<file path="config.mk">
export PLATFORM = sky130hd
export DESIGN_NAME = xbar_config_loader
export DESIGN_NICKNAME = d
export VERILOG_FILES = /design/src/rtl/xbar_config_loader.sv
export SDC_FILE = /design/constraint.sdc
export NUM_CORES = 1
export LEC_CHECK = 0
export ABC_AREA = 1
export CORE_MARGIN = 2
export CORE_UTILIZATION = 38
export DETAILED_ROUTE_END_ITERATION = 10
export PLACE_DENSITY = 0.56
export SKIP_LAST_GASP = 1
export SYNTH_ARGS = -nofsm -noshare
export SYNTH_HDL_FRONTEND = slang
export SYNTH_SLANG_ARGS = --single-unit
</file>
<file path="constraint.sdc">
create_clock -name clk -period 3 [get_ports clk]
set_clock_uncertainty 0.2 [all_clocks]
set_input_delay 0.6 -clock clk [delete_from_list [all_inputs] [get_ports clk]]
set_output_delay 0.6 -clock clk [all_outputs]
set_load 0.01 [all_outputs]
</file>
<file path="src/rtl/xbar_config_loader.sv">
// Crossbar select loader: NUM_OUTS beats fill a shadow set that is committed atomically to io_mux_configs.
// Latency: last beat to new config is 2 edges. Backpressure: io_cfg_ready high only while loading.
// Optional XBAR_CFG_READBACK_EN adds a registered per-output select readback port.
module xbar_config_loader #(
    parameter int NUM_INS  = 31,
    parameter int NUM_OUTS = 42,
    parameter int SEL_W    = 5,
    localparam int CNT_W   = (NUM_OUTS > 1) ? $clog2(NUM_OUTS) : 1
) (
    input  logic                      clk,
    input  logic                      reset,
    input  logic                      io_cfg_start,
    input  logic                      io_cfg_valid,
    output logic                      io_cfg_ready,
    input  logic [SEL_W-1:0]          io_cfg_data,
    output logic                      io_busy,
    output logic                      io_cfg_done,
    output logic                      io_cfg_err,
`ifdef XBAR_CFG_READBACK_EN
    input  logic [CNT_W-1:0]          io_rd_idx,
    output logic [SEL_W-1:0]          io_rd_data,
`endif
    output logic [NUM_OUTS*SEL_W-1:0] io_mux_configs
);

    typedef enum logic [1:0] {
        ST_IDLE   = 2'd0,
        ST_LOAD   = 2'd1,
        ST_COMMIT = 2'd2
    } state_t;

    localparam logic [CNT_W-1:0] LAST_IDX = CNT_W'(NUM_OUTS - 1);
    // One extra bit so a limit of exactly 2^SEL_W does not wrap to zero.
    localparam logic [SEL_W:0]   IN_LIM   = (SEL_W + 1)'(NUM_INS);

    state_t                           state_q, state_d;
    logic [CNT_W-1:0]                 count_q, count_d;
    logic [NUM_OUTS-1:0][SEL_W-1:0]   shadow_q, shadow_d;
    logic [NUM_OUTS-1:0][SEL_W-1:0]   active_q, active_d;
    logic                             err_q, err_d;
    logic                             done_q, done_d;

    always_comb begin
        state_d  = state_q;
        count_d  = count_q;
        shadow_d = shadow_q;
        active_d = active_q;
        err_d    = err_q;
        done_d   = 1'b0;
        case (state_q)
            ST_IDLE: begin
                if (io_cfg_start) begin
                    state_d = ST_LOAD;
                    count_d = '0;
                    err_d   = 1'b0;
                end
            end
            ST_LOAD: begin
                // A restart wins over any beat presented in the same cycle.
                if (io_cfg_start) begin
                    count_d = '0;
                    err_d   = 1'b0;
                end else if (io_cfg_valid) begin
                    shadow_d[count_q] = io_cfg_data;
                    if ({1'b0, io_cfg_data} >= IN_LIM) begin
                        err_d = 1'b1;
                    end
                    if (count_q == LAST_IDX) begin
                        count_d = '0;
                        state_d = ST_COMMIT;
                    end else begin
                        count_d = count_q + 1'b1;
                    end
                end
            end
            ST_COMMIT: begin
                state_d = ST_IDLE;
                if (!err_q) begin
                    active_d = shadow_q;
                    done_d   = 1'b1;
                end
            end
            default: state_d = ST_IDLE;
        endcase
    end

    always_ff @(posedge clk or negedge reset) begin
        if (!reset) begin
            state_q  <= ST_IDLE;
            count_q  <= '0;
            shadow_q <= '0;
            active_q <= '0;
            err_q    <= 1'b0;
            done_q   <= 1'b0;
        end else begin
            state_q  <= state_d;
            count_q  <= count_d;
            shadow_q <= shadow_d;
            active_q <= active_d;
            err_q    <= err_d;
            done_q   <= done_d;
        end
    end

    assign io_cfg_ready   = (state_q == ST_LOAD);
    assign io_busy        = (state_q != ST_IDLE);
    assign io_cfg_done    = done_q;
    assign io_cfg_err     = err_q;
    assign io_mux_configs = active_q;

`ifdef XBAR_CFG_READBACK_EN
    localparam logic [CNT_W:0] RD_LIM = (CNT_W + 1)'(NUM_OUTS);

    logic [SEL_W-1:0] rd_data_q, rd_data_d;

    always_comb begin
        rd_data_d = '0;
        if ({1'b0, io_rd_idx} < RD_LIM) begin
            rd_data_d = active_q[io_rd_idx];
        end
    end

    always_ff @(posedge clk or negedge reset) begin
        if (!reset) begin
            rd_data_q <= '0;
        end else begin
            rd_data_q <= rd_data_d;
        end
    end

    assign io_rd_data = rd_data_q;
`endif

endmodule

</file>
## Word level (Yosys, flattened, before mapping)

Cells that the tools add are included.

- Input bits: 9
- Memories kept: 0
- Register bits: 430
- Bits in writable memories: 0
- Bits in latches: 0
- ROM bits: 0

- Muxes and demuxes: 20
- Equality and inequality tests: 9
- Bitwise operators: 2
- Add/sub/neg operators: 1
- $mul: 0
- Shifts and indexed selects: 0
- Div/mod/pow operators: 0
- Reduce and logical (&&, ||, !) cells: 9
- $lt $le $gt $ge: 3

Operators with widths:

| kind | number |
|---|---|
| $bwmux 210 | 1 |
| $demux 5 s6 | 1 |
| $mux 6 | 4 |
| $pmux 6 s2 | 1 |
| $mux 2 | 4 |
| $reduce_and 4->1 | 2 |
| $lt 6x7->1 const B | 1 |
| $add 6x1->6 const B | 1 |
| $eq 6x6->1 const B | 1 |
| $ge 6x1->1 const B | 1 |
| $mux 1 | 6 |
| $ne 2x2->1 const B | 3 |
| $reduce_and 3->1 | 2 |
| $ge 5x5->1 const B | 1 |
| $mux 5 | 1 |
| $pmux 2 s2 | 1 |
| $reduce_bool 2->1 | 2 |
| $ne 3x2->1 const B | 1 |
| $ne 3x3->1 const B | 1 |
| $eq 2x1->1 const B | 1 |
| $eq 2x2->1 const B | 1 |
| $logic_not 2->1 | 1 |
| $ne 2x1->1 const B | 1 |
| $not 1->1 | 2 |
| 3 further kinds | 3 |

## Depth between registers and ports, before layout

- Word-level depth: 5
- Mapped depth: 8
- Mapped depth without buffers: 7

## Least setup slack after synthesis

No wires, ideal clock.

- Path kind: input-to-reg
- Start: input port io_cfg_start
- End: register shadow_q[130] in the netlist's numbering
- Path slack: 1309 ps
- Arrival: 1374 ps
- Setup time: 117 ps
- Stages on the path: 7
- Cell sequence: inv_1 -> nand3_4 -> nor2_2 -> buf_4 -> nand2_1 -> nand2_1 -> nand2_1

- Cells in the longest elaborated chain, start to end: 2

RTL lines:

| element | RTL line | source |
|---|---|---|
| from (decl) | 12 | `input logic io_cfg_start,` |
| $not 1->1 (no source line) | - |  |
| $reduce_and 3->1 (no source line) | - |  |
| to (signal assigned) | 98 | `shadow_q <= shadow_d;` |
| to (decl) | 38 | `logic [NUM_OUTS-1:0][SEL_W-1:0] shadow_q, shadow_d;` |

No other way between the ends.
A chain may end at the register's enable or synchronous reset.

## Final worst setup path

- Start: register state_q[0]
- End: output port io_cfg_ready

- Cells in the longest elaborated chain, start to end: 1

RTL lines:

| element | RTL line | source |
|---|---|---|
| from (decl) | 36 | `state_t state_q, state_d;` |
| from (signal assigned) | 96 | `state_q <= state_d;` |
| $eq 2x1->1 | 105 | `assign io_cfg_ready = (state_q == ST_LOAD);` |
| to (decl) | 14 | `output logic io_cfg_ready,` |

No other way between the ends.

==> metrics.json <==
{
  "run_status": {
    "run_status": "complete, no violations"
  },
  "sta": {
    "setup_total_negative_slack_ns": 0,
    "grt_setup_unrepaired": "false",
    "slew_headroom_pct": 50.8,
    "timing.final.crit_share_pct": 91.7,
    "max_clock_freq_mhz": 364,
    "finalSetupViolCount": 0,
    "report.final.hold_viol_count": 0,
    "final_critical_path_setup_slack_ns": 0.250,
    "layout_min_cycle_time_ns": 2.75,
    "timing.hold.ws_ns": 0.260,
    "report.final.slew_viol_count": 0,
    "timing_worst_slew_pin_value_ns": 0.737
  },
  "synth": {
    "synth_compound_area_share_pct": 1.99,
    "synth_nets": 1896,
    "netlist_area_um2": 16700,
    "top_post_synthesis_cells_by_count": "1046 x sky130_fd_sc_hd__nand2_1, 430 x sky130_fd_sc_hd__dfrtp_1, 167 x sky130_fd_sc_hd__nand3_1, 62 x sky130_fd_sc_hd__o21ai_0, 57 x sky130_fd_sc_hd__clkbuf_1",
    "ys_seq_area_share_pct": 64.3,
    "postSynthRegisterBits": 430,
    "synth.most_common_cell": "sky130_fd_sc_hd__nand2_1",
    "synth_top_cell_area_share_pct": 64.3,
    "synthArstFlopShare_pct": 100,
    "synth-xor-area-share_pct": 0,
    "synthesis.yosys.warnings": 0,
    "yosys.area_share.simple_pct": 30.3,
    "dominant_combinational_cell_family_by_area_after_synthesis": "simple AND/OR/NAND/NOR gates",
    "synthesized_area_divided_by_synthesized_cell_count_um2": 8.88,
    "synthTopCellsByArea": "sky130_fd_sc_hd__dfrtp_1 64%, sky130_fd_sc_hd__nand2_1 23%, sky130_fd_sc_hd__nand3_1 5.0%",
    "number_of_synthesized_flops_with_an_enable_pin": 0,
    "synth-main-ff-cell": "sky130_fd_sc_hd__dfrtp_1",
    "fraction_of_synthesized_area_in_multiplexers_pct": 0,
    "yosysUniqueCellTypes": 23,
    "post_synth_fa_ha_maj_area_fraction_pct": 0.149,
    "synth.largest_area_cell": "sky130_fd_sc_hd__dfrtp_1",
    "syn_inst": 1885
  },
  "routing": {
    "routedWlPerCell_um": 17.2,
    "routed-via-count": 13000,
    "drt-pass1-iter-count": 5,
    "route.layer.met1.wl_mm": 22.1,
    "drt_iter0_drc": 938,
    "detailed_route_wirelength_on_metal2_mm": 21.5,
    "drtAntennaViolNets": 0,
    "drc_errors": 0,
    "wl_met3_mm": 2.23,
    "route.detailed.vias_per_inst": 4.79,
    "top_layer": "met5",
    "wl_mm": 46.5
  },
  "pwr": {
    "internal_power_uw": 9520,
    "power_density_nw_per_um2": 594,
    "p_switching_uw": 3070,
    "p_clk_share_pct": 44.6,
    "leakagePower_uw": 0.0111,
    "post_layout_power_uw": 12600,
    "combinationalPowerShare_pct": 6.8,
    "vdd_ir_drop_max_uv": 371,
    "power_switching_share_pct": 24.4,
    "power.share.sequential_pct": 48.6
  },
  "worst_setup_path": {
    "crit_path_end_kind": "output port",
    "cp-start-kind": "register",
    "criticalPathCategory": "register to output port",
    "cp.required_ns": 2.20,
    "r2r_slack_ns": 0.68,
    "crit_arrival_ns": 1.95,
    "worst-path-max-fanout": 6
  },
  "grt": {
    "grt_pass1_vias": 12900,
    "grt_overflow_total": 0,
    "antenna_violations_before_repair": 2,
    "global_route.usage.total_pct": 20.4,
    "grt_first_pass_wirelength_mm": 74.0,
    "largest_net_degree_at_the_start_of_global_routing": 109
  },
  "clocking": {
    "ctsRootBufferMaster": "sky130_fd_sc_hd__clkbuf_16",
    "cts_tree": "yes",
    "tritoncts.num_buffers": 46,
    "cts_buffer_depth": 3,
    "worst_setup_hold_path_clk_slew_ns": 0.06,
    "cts-htree-levels": 2,
    "clock_sink_count": 430,
    "clk_latency_ns": 0.58
  },
  "placed_design": {
    "io_buffers": 222,
    "dp.final_hpwl_mm": 29.9,
    "gp_routability_congestion": 0.783,
    "placement.setup.worst_slack_ns": 0.335
  },
  "floorplan": {
    "chipHeight_um": 214,
    "design.portCount": 223,
    "design.die.area_um2": 45800,
    "die_width_um": 214,
    "rows": 76,
    "initial_core_util_pct": 38.7,
    "core_area_um2": 43300
  },
  "job": {
    "maxCapViolCount": 0
  },
  "finish": {
    "layout-drive-gt1-share_pct": 6.60,
    "fin_util_pct": 49.0,
    "final_net_count": 2104,
    "flow.area_growth_from_synthesis_pct": 26.7
  },
  "worst_hold_path": {
    "hold_path_class": "primary input to register"
  }
}
-- stage by stage --
step / cell area (um2) / std cells
floorplan: 16700 / 1885
detailed placement: 19700 / 2629
global route: 21200 / 2706
global placement: 19700 / 2629
CTS: 21200 / 2706
finish: 21200 / 2707
-- final timing paths --
check,endpoint,start,depth (start not counted)
min in group asynchronous,io_mux_configs[198]$_DFFE_PN0P_,reset,2
hold / removal,shadow_q[182]$_DFFE_PN0P_,io_cfg_data[2],3
setup / recovery,io_cfg_ready,state_q[0]$_DFFE_PN0P_,3
hold reg to reg,io_mux_configs[6]$_DFFE_PN0P_,io_mux_configs[6]$_DFFE_PN0P_,2
max in group asynchronous,shadow_q[98]$_DFFE_PN0P_,reset,3
setup reg to reg,shadow_q[35]$_DFFE_PN0P_,count_q[0]$_DFFE_PN0P_,6
-- cell families (layout without fill, tap and decap cells) --
group | count (synthesis) | after routing
simple gates | 1260 | 1260
flops | 430 | 430
buf+inv | 127 | 363
compound gates | 66 | 66
fa+ha+maj | 2 | 2
other cells | 0 | 1
-- final cells by class --
cell class	count	area, um2
Fill cell	4155	22100
Clock buffer	69	1380
Antenna cell	1	2.50
Multi-Input combinational cell	1328	5480
Timing Repair Buffer	260	2640
Tap cell	585	732
Inverter	27	106
Sequential cell	430	10800
Clock inverter	7	110
-- power by group through the flow --
stage	Combinational (uW)	Sequential (uW)	Clock, uW
after floorplan	457	6160	0
after global placement	858	6210	0
after detailed placement	870	6220	0
after CTS	873	6120	5780
after global routing	956	6130	6010
final	858	6120	5620
-- registers in the layout, summed over array words and instances (netlist names) --
name            count
io_cfg_err          1
io_cfg_done         1
state_q             2
io_mux_configs    210
shadow_q          210
count_q             6
-- cells in the final DEF, fill, tap and decap left out, types with 2 or more instances in the layout --
cell,synthesis,layout
sky130_fd_sc_hd__clkinv_8,0,2
sky130_fd_sc_hd__nor2_1,20,17
sky130_fd_sc_hd__clkinv_1,2,2
sky130_fd_sc_hd__nor2_2,3,4
sky130_fd_sc_hd__nor3_1,2,2
sky130_fd_sc_hd__clkbuf_1,57,10
sky130_fd_sc_hd__inv_1,20,19
sky130_fd_sc_hd__nand3_2,12,12
sky130_fd_sc_hd__dfrtp_1,430,430
sky130_fd_sc_hd__clkbuf_16,0,47
sky130_fd_sc_hd__nor2_4,2,4
sky130_fd_sc_hd__clkinv_2,0,2
sky130_fd_sc_hd__inv_2,5,5
sky130_fd_sc_hd__nand3_1,167,167
sky130_fd_sc_hd__nand4_1,3,3
sky130_fd_sc_hd__buf_12,0,12
sky130_fd_sc_hd__bufinv_16,0,2
sky130_fd_sc_hd__clkdlybuf4s50_1,0,216
sky130_fd_sc_hd__clkbuf_8,0,12
sky130_fd_sc_hd__buf_2,38,5
sky130_fd_sc_hd__o21ai_0,62,62
sky130_fd_sc_hd__a21oi_1,2,2
sky130_fd_sc_hd__nor3_4,0,3
sky130_fd_sc_hd__nand2_1,1046,1046
sky130_fd_sc_hd__buf_4,5,25
sky130_fd_sc_hd__ha_1,2,2
-- per-layer routing --
layer,vias up,track usage [%]
li1,6325,-
met1,6323,29.2
met2,250,32.0
met3,58,4.08
met4,2,4.62
met5,-,0
-- worst max-delay path, stage by stage, from the launching register on --
cell                              delay, ns
sky130_fd_sc_hd__dfrtp_1               0.46
sky130_fd_sc_hd__inv_2                 0.09
sky130_fd_sc_hd__nor2_4                0.19
sky130_fd_sc_hd__clkdlybuf4s50_1       0.64
-- what timing repair did --
| item | 4_1_cts | 5_1_grt |
|---|---|---|
| hold buffers | 1 | 0 |
| resized for setup | 0 | 0 |
| setup buffers | 0 | 0 |
| hold endpoints to repair | 52 | 0 |
Note: power is estimated with default switching activity, not from simulation.
